<file path="src/rtl/mips_pkg.sv">
`default_nettype none
// ============================================================================
// Module      : mips_pkg
// Description : Shared register-file constants for the MIPS pipeline.
// Revision    : 1.0 - initial release
// ============================================================================
package mips_pkg;

  localparam int DATA_W = 32;
  localparam int ADDR_W = 5;
  localparam logic [31:0] SP_INIT = 32'h0000_3FFC;

  localparam int REG_ZERO = 0;
  localparam int REG_SP   = 29;
  localparam int REG_RA   = 31;

endpackage
`default_nettype wire

</file>
<file path="src/rtl/regfile_read_port.sv">
`default_nettype none
// ============================================================================
// Module      : regfile_read_port
// Description : One combinational read port with write bypass and $0 forcing.
// Revision    : 1.0 - initial release
// ============================================================================
module regfile_read_port #(
  parameter int DATA_W = 32,
  parameter int ADDR_W = 5
) (
  input  logic [ADDR_W-1:0] index,
  input  logic              writeEn,
  input  logic [ADDR_W-1:0] dest,
  input  logic [DATA_W-1:0] writeData,
  input  logic [DATA_W-1:0] arrayWord,
  input  logic              reset,
  output logic [DATA_W-1:0] readData
);

  logic w_bypassHit;

  // A reset cycle shows the array, never the write that reset is about to drop.
  assign w_bypassHit = !reset && writeEn && (dest != '0) && (dest == index);

  always_comb begin
    readData = arrayWord;
    if (w_bypassHit) begin
      readData = writeData;
    end else if (index == '0) begin
      readData = '0;
    end
  end

endmodule
`default_nettype wire

</file>
<file path="src/rtl/register_file_wb.sv">
`default_nettype none
// ============================================================================
// Module      : register_file_wb
// Description : 32x32 MIPS register file fed by writeback; two decode read
//               ports plus a debug port, all with same-cycle write bypass.
// Revision    : 1.0 - initial release
// ============================================================================
module register_file_wb #(
  parameter int                DATA_W  = mips_pkg::DATA_W,
  parameter int                ADDR_W  = mips_pkg::ADDR_W,
  parameter logic [DATA_W-1:0] SP_INIT = DATA_W'(mips_pkg::SP_INIT)
) (
  input  logic              Clk,
  input  logic              Reset,
  input  logic              RegWriteW,
  input  logic              jalW,
  input  logic [ADDR_W-1:0] WriteRegW,
  input  logic [DATA_W-1:0] WriteDataW,
  input  logic [ADDR_W-1:0] ReadReg1,
  input  logic [ADDR_W-1:0] ReadReg2,
  output logic [DATA_W-1:0] ReadData1,
  output logic [DATA_W-1:0] ReadData2,
  input  logic [ADDR_W-1:0] DbgReg,
  output logic [DATA_W-1:0] DbgData
);

  import mips_pkg::*;

  localparam int                NUM_REGS = 2 ** ADDR_W;
  localparam logic [ADDR_W-1:0] c_regZero = ADDR_W'(REG_ZERO);
  localparam logic [ADDR_W-1:0] c_regRa   = ADDR_W'(REG_RA);

  logic [DATA_W-1:0] r_regs [NUM_REGS];
  logic              w_writeEn;
  logic [ADDR_W-1:0] w_dest;

  // JAL always links into $ra regardless of the decoded destination field.
  assign w_writeEn = RegWriteW | jalW;
  assign w_dest    = jalW ? c_regRa : WriteRegW;

  always_ff @(posedge Clk) begin
    if (Reset) begin
      for (int i = 0; i < NUM_REGS; i++) begin
        r_regs[i] <= (i == REG_SP) ? SP_INIT : '0;
      end
    end else if (w_writeEn && (w_dest != c_regZero)) begin
      r_regs[w_dest] <= WriteDataW;
    end
  end

  regfile_read_port #(
    .DATA_W(DATA_W),
    .ADDR_W(ADDR_W)
  ) u_portRs (
    .index    (ReadReg1),
    .writeEn  (w_writeEn),
    .dest     (w_dest),
    .writeData(WriteDataW),
    .arrayWord(r_regs[ReadReg1]),
    .reset    (Reset),
    .readData (ReadData1)
  );

  regfile_read_port #(
    .DATA_W(DATA_W),
    .ADDR_W(ADDR_W)
  ) u_portRt (
    .index    (ReadReg2),
    .writeEn  (w_writeEn),
    .dest     (w_dest),
    .writeData(WriteDataW),
    .arrayWord(r_regs[ReadReg2]),
    .reset    (Reset),
    .readData (ReadData2)
  );

  regfile_read_port #(
    .DATA_W(DATA_W),
    .ADDR_W(ADDR_W)
  ) u_portDbg (
    .index    (DbgReg),
    .writeEn  (w_writeEn),
    .dest     (w_dest),
    .writeData(WriteDataW),
    .arrayWord(r_regs[DbgReg]),
    .reset    (Reset),
    .readData (DbgData)
  );

endmodule
`default_nettype wire

</file>
<file path="config.mk">
export PLATFORM = sky130hd
export DESIGN_NAME = register_file_wb
export DESIGN_NICKNAME = d
export VERILOG_FILES = /design/src/rtl/mips_pkg.sv /design/src/rtl/regfile_read_port.sv /design/src/rtl/register_file_wb.sv
export SDC_FILE = /design/constraint.sdc
export NUM_CORES = 2
export LEC_CHECK = 0
export BUFFER_PORTS_ARGS = -buffer_cell sky130_fd_sc_hd__buf_2
export CAP_MARGIN = 30
export CORE_AREA = 8 8 342 344
export CTS_BUF_LIST = sky130_fd_sc_hd__clkbuf_4
export CTS_CLUSTER_DIAMETER = 40
export DETAILED_ROUTE_END_ITERATION = 8
export DIE_AREA = 0 0 350 352
export PLACE_DENSITY_LB_ADDON = 0.2
export SLEW_MARGIN = 0
export SYNTH_ARGS = -nofsm -noshare
export SYNTH_HDL_FRONTEND = slang
export SYNTH_SLANG_ARGS = --single-unit
</file>
<file path="constraint.sdc">
create_clock -name Clk -period 2.6 [get_ports Clk]
set_clock_uncertainty 0.2 [all_clocks]
set_input_delay 0.52 -clock Clk [delete_from_list [all_inputs] [get_ports Clk]]
set_output_delay 0.52 -clock Clk [all_outputs]
set_load 0.01 [all_outputs]
</file>
==> flow_summary.rst <==
.. list-table::
   :header-rows: 1

   * - Metric
     - Value
   * - Detail-routed via count per cell
     - 7.33
   * - Maxcap violations
     - 0
   * - DRC violation count after routing
     - 0
   * - Min-delay worst type
     - in2reg
   * - Worst Setup Slack, final
     - -1.34 ns
   * - End-of-flow core utilization
     - about 74%
   * - Power Dens Cells
     - between 500 and 600 nW/um2
   * - Die Height
     - 352 um
   * - Via count
     - 56900
   * - Max FFs per register
     - 1024
   * - Pre-antenna DRT Iters
     - 7
   * - Most frequent cells in the layout
     - 1024 x edfxtp_1, 984 x and2_1, 780 x mux2i_1
   * - Design Area, Final
     - 82000 um2
   * - CP Launch Type
     - flop
   * - Starting density of the core
     - 58.4%
   * - Register bit total from synthesis
     - ~1000
   * - Final-report max-slew violation count
     - 0
   * - Clock transition at the registers of the reported paths
     - about 0.07 ns
   * - Setup violation total in the final timing report
     - 96
   * - Maximum clock frequency
     - 254 MHz
   * - Via count of the first global-routing pass
     - 55400
   * - Switching power
     - 0.0136 W
   * - Area share of the largest cell type after synthesis
     - 47.2%
   * - Cell area after technology mapping
     - 65200 um2
   * - Weighted congestion reported at the end of routability-driven placement
     - 1.03
   * - Layout Area Growth over Synthesis
     - 25.9%
   * - H-tree depth reported by CTS
     - 5
   * - Share of final-layout standard cells stronger than drive strength 1
     - between 30% and 40%
   * - Fraction of power consumed by combinational cells
     - between 20 and 25%
   * - Total clock buffers created by CTS
     - around 300
   * - Total routed wirelength
     - 298 mm
   * - Cell accounting for the most synthesized area
     - edfxtp_1
   * - Number of antenna violations at the first check in global routing
     - 36
   * - Mapped Cells
     - 5064
   * - Net switching share of the total power
     - 30.5%
   * - Critical path class
     - reg2out
   * - Leak Pwr
     - 32.5 nW
   * - Number of buffer and inverter instances along the worst setup path
     - 3
   * - First-pass GRT wire length
     - 408 mm
   * - Portion of the clock cycle consumed by the worst path in the final layout
     - 152%
   * - GRT Resource Usage Total
     - 46.8%
   * - Prevailing post-synth register cell
     - edfxtp_1
   * - Data required, critical path
     - 1.88 ns
   * - Most frequent standard cell in the layout excluding fill and tap cells
     - edfxtp_1
   * - Register with the most flip-flops
     - r_regs
   * - Synth Area per Inst
     - 12.9 um2
   * - Detail-routed net length per standard cell
     - 38.4 um
   * - Part of the total power dissipated in sequential elements
     - 44.4%
   * - Asr flop ratio synth
     - 0%
   * - Sequential-to-total area share from yosys stat
     - between 40% and 50%
   * - Cell type group with the largest total delay on the critical path
     - multiplexers
   * - Final hold viol count
     - 0
   * - Cell Area, Placed
     - 75700 um2
   * - Core outline area
     - around 110000 um2
   * - Sinks on Clock Net
     - 1024
   * - Max stage delay cell, worst path
     - edfxtp_1
   * - Port Buffer Count
     - 151
   * - Internal
     - 0.0310 W
   * - Largest cells by area after synthesis
     - edfxtp_1 47%, mux4_2 14%, mux2i_1 12%
   * - Post-detailed-placement half-perimeter wirelength
     - between 150 and 200 mm
   * - Run status
     - finished, violations left
   * - Synth cell types
     - 56
   * - IR Drop Worst-Case VDD
     - 0.450 mV
   * - Iter 0 DRT Violations
     - 10400
   * - Largest buffer count on any clock path
     - 4
   * - Die Outline Area
     - 123000 um2
   * - Number of enable flip-flop cells after synthesis
     - 1024
   * - Clock Power Share
     - between 30% and 40%
   * - Final min period
     - a little under 4 ns
   * - Violations in the final reports
     - negative setup slack
   * - Cell Rows
     - 123
   * - Remaining global-route overflow
     - 0
   * - Maximum number of pins on one net before global-route repair
     - 58
   * - Final Net Count
     - 6084
   * - Largest registers
     - r_regs (1024)
   * - Max_slew headroom
     - 31.9%
   * - Root buffer cell
     - clkbuf_4
   * - Critical-path cell list
     - buf_6, mux4_2, mux2i_1, buf_4, nand3_2, nand4_1, o31ai_4, buf_2
   * - Number of synthesis warnings
     - 0
   * - Critical path's largest stage delay
     - around 0.49 ns
   * - Worst-Margin Slew
     - 1.02 ns
   * - Arrival @ worst endpoint
     - 3.22 ns
   * - Top-level port count
     - 152
   * - Highest fanout seen on the critical path
     - 2
   * - Width of the chip
     - around 350 um
   * - Count of antenna-violating nets left after detailed routing
     - 0
   * - CTS tree
     - yes
   * - Endpoint type of the worst setup path
     - primary output
   * - Setup repair after global routing missed its margin
     - true
## worst paths after layout
check,start,to,slack (ns),cells after the start
max,r_regs[29][8],DbgData[8],-1.34,8
min,WriteDataW[10],r_regs[20][10],0.15,3
## power by group through the flow
stage / logic [W] / clock network [W] / registers, W
final: 0.0101 / 0.0147 / 0.0198
after global routing: 0.0101 / 0.0156 / 0.0199
after CTS: 0.00944 / 0.0147 / 0.0198
after detailed placement: 0.00884 / 0 / 0.0201
after global placement: 0.00875 / 0 / 0.0201
after floorplan: 0.00486 / 0 / 0.0199
## metal layers
metal	global-route usage [%]	wire, um	up-vias
met1	57.0	95500	27400
met5	0	194	-
met4	33.7	27800	26
li1	-	-	21700
met3	20.9	52400	1657
met2	65.5	122000	6102
## logic make-up after synthesis
kind of cell	share of synthesized area [%]
XOR/XNOR	0.121
buffers and inverters	4.14
AO/OA/AOI/OAI	8.36
AND/OR/NAND/NOR	12.7
flip-flops	47.2
other	0.00576
multiplexers	27.4
## through the flow
step / cells / setup WS (ns) / setup TNS (ns) / total power, W / hold slack, ns
6_report: 7752 / -1.34 / -109.84 / 0.0446 / 0.154
3_5_place_dp: 7088 / -0.838 / -249.62 / 0.0290 / 0.735
5_1_grt: 7726 / -1.42 / -114.81 / 0.0456 / 0.129
3_3_place_gp: 7088 / -0.836 / -228.08 / 0.0288 / 0.725
2_1_floorplan: 5095 / -0.132 / -9.82 / 0.0247 / 0.500
4_1_cts: 7686 / -1.35 / -114.40 / 0.0439 / 0.0461
## area by class of cell
| type | count | area (um2) |
|---|---|---|
| multi-input combinational | 3505 | 34100 |
| sequential | 1024 | 30700 |
| fill | 7375 | 29500 |
| timing repair buffer | 1194 | 11800 |
| clock buffer | 409 | 3070 |
| tap | 1500 | 1880 |
| clock inverter | 85 | 384 |
| antenna | 31 | 77.6 |
| inverter | 4 | 17.5 |
## cells in the mapped netlist, drive strengths merged (30+ instances only)
cell and instances:
mux2 102, a32o 45, nor2 56, nand3 52, nand4 57, mux2i 785
mux4 394, and2 986, or2 33, buf 209, a22oi 271, clkbuf 353
edfxtp 1024, a22o 36, o21ai 47, a21oi 128, o211ai 45, nand2 206
o22ai 30
## what timing repair did
action,4_1_cts,5_1_grt
hold buffers,36,2
cloned,0,1
buffers inserted,83,33
resized for setup,300,93
pin swaps,128,75
endpoints found under the setup margin,96,243
hold endpoints to repair,1024,4
(Power assumes the default switching activity.)
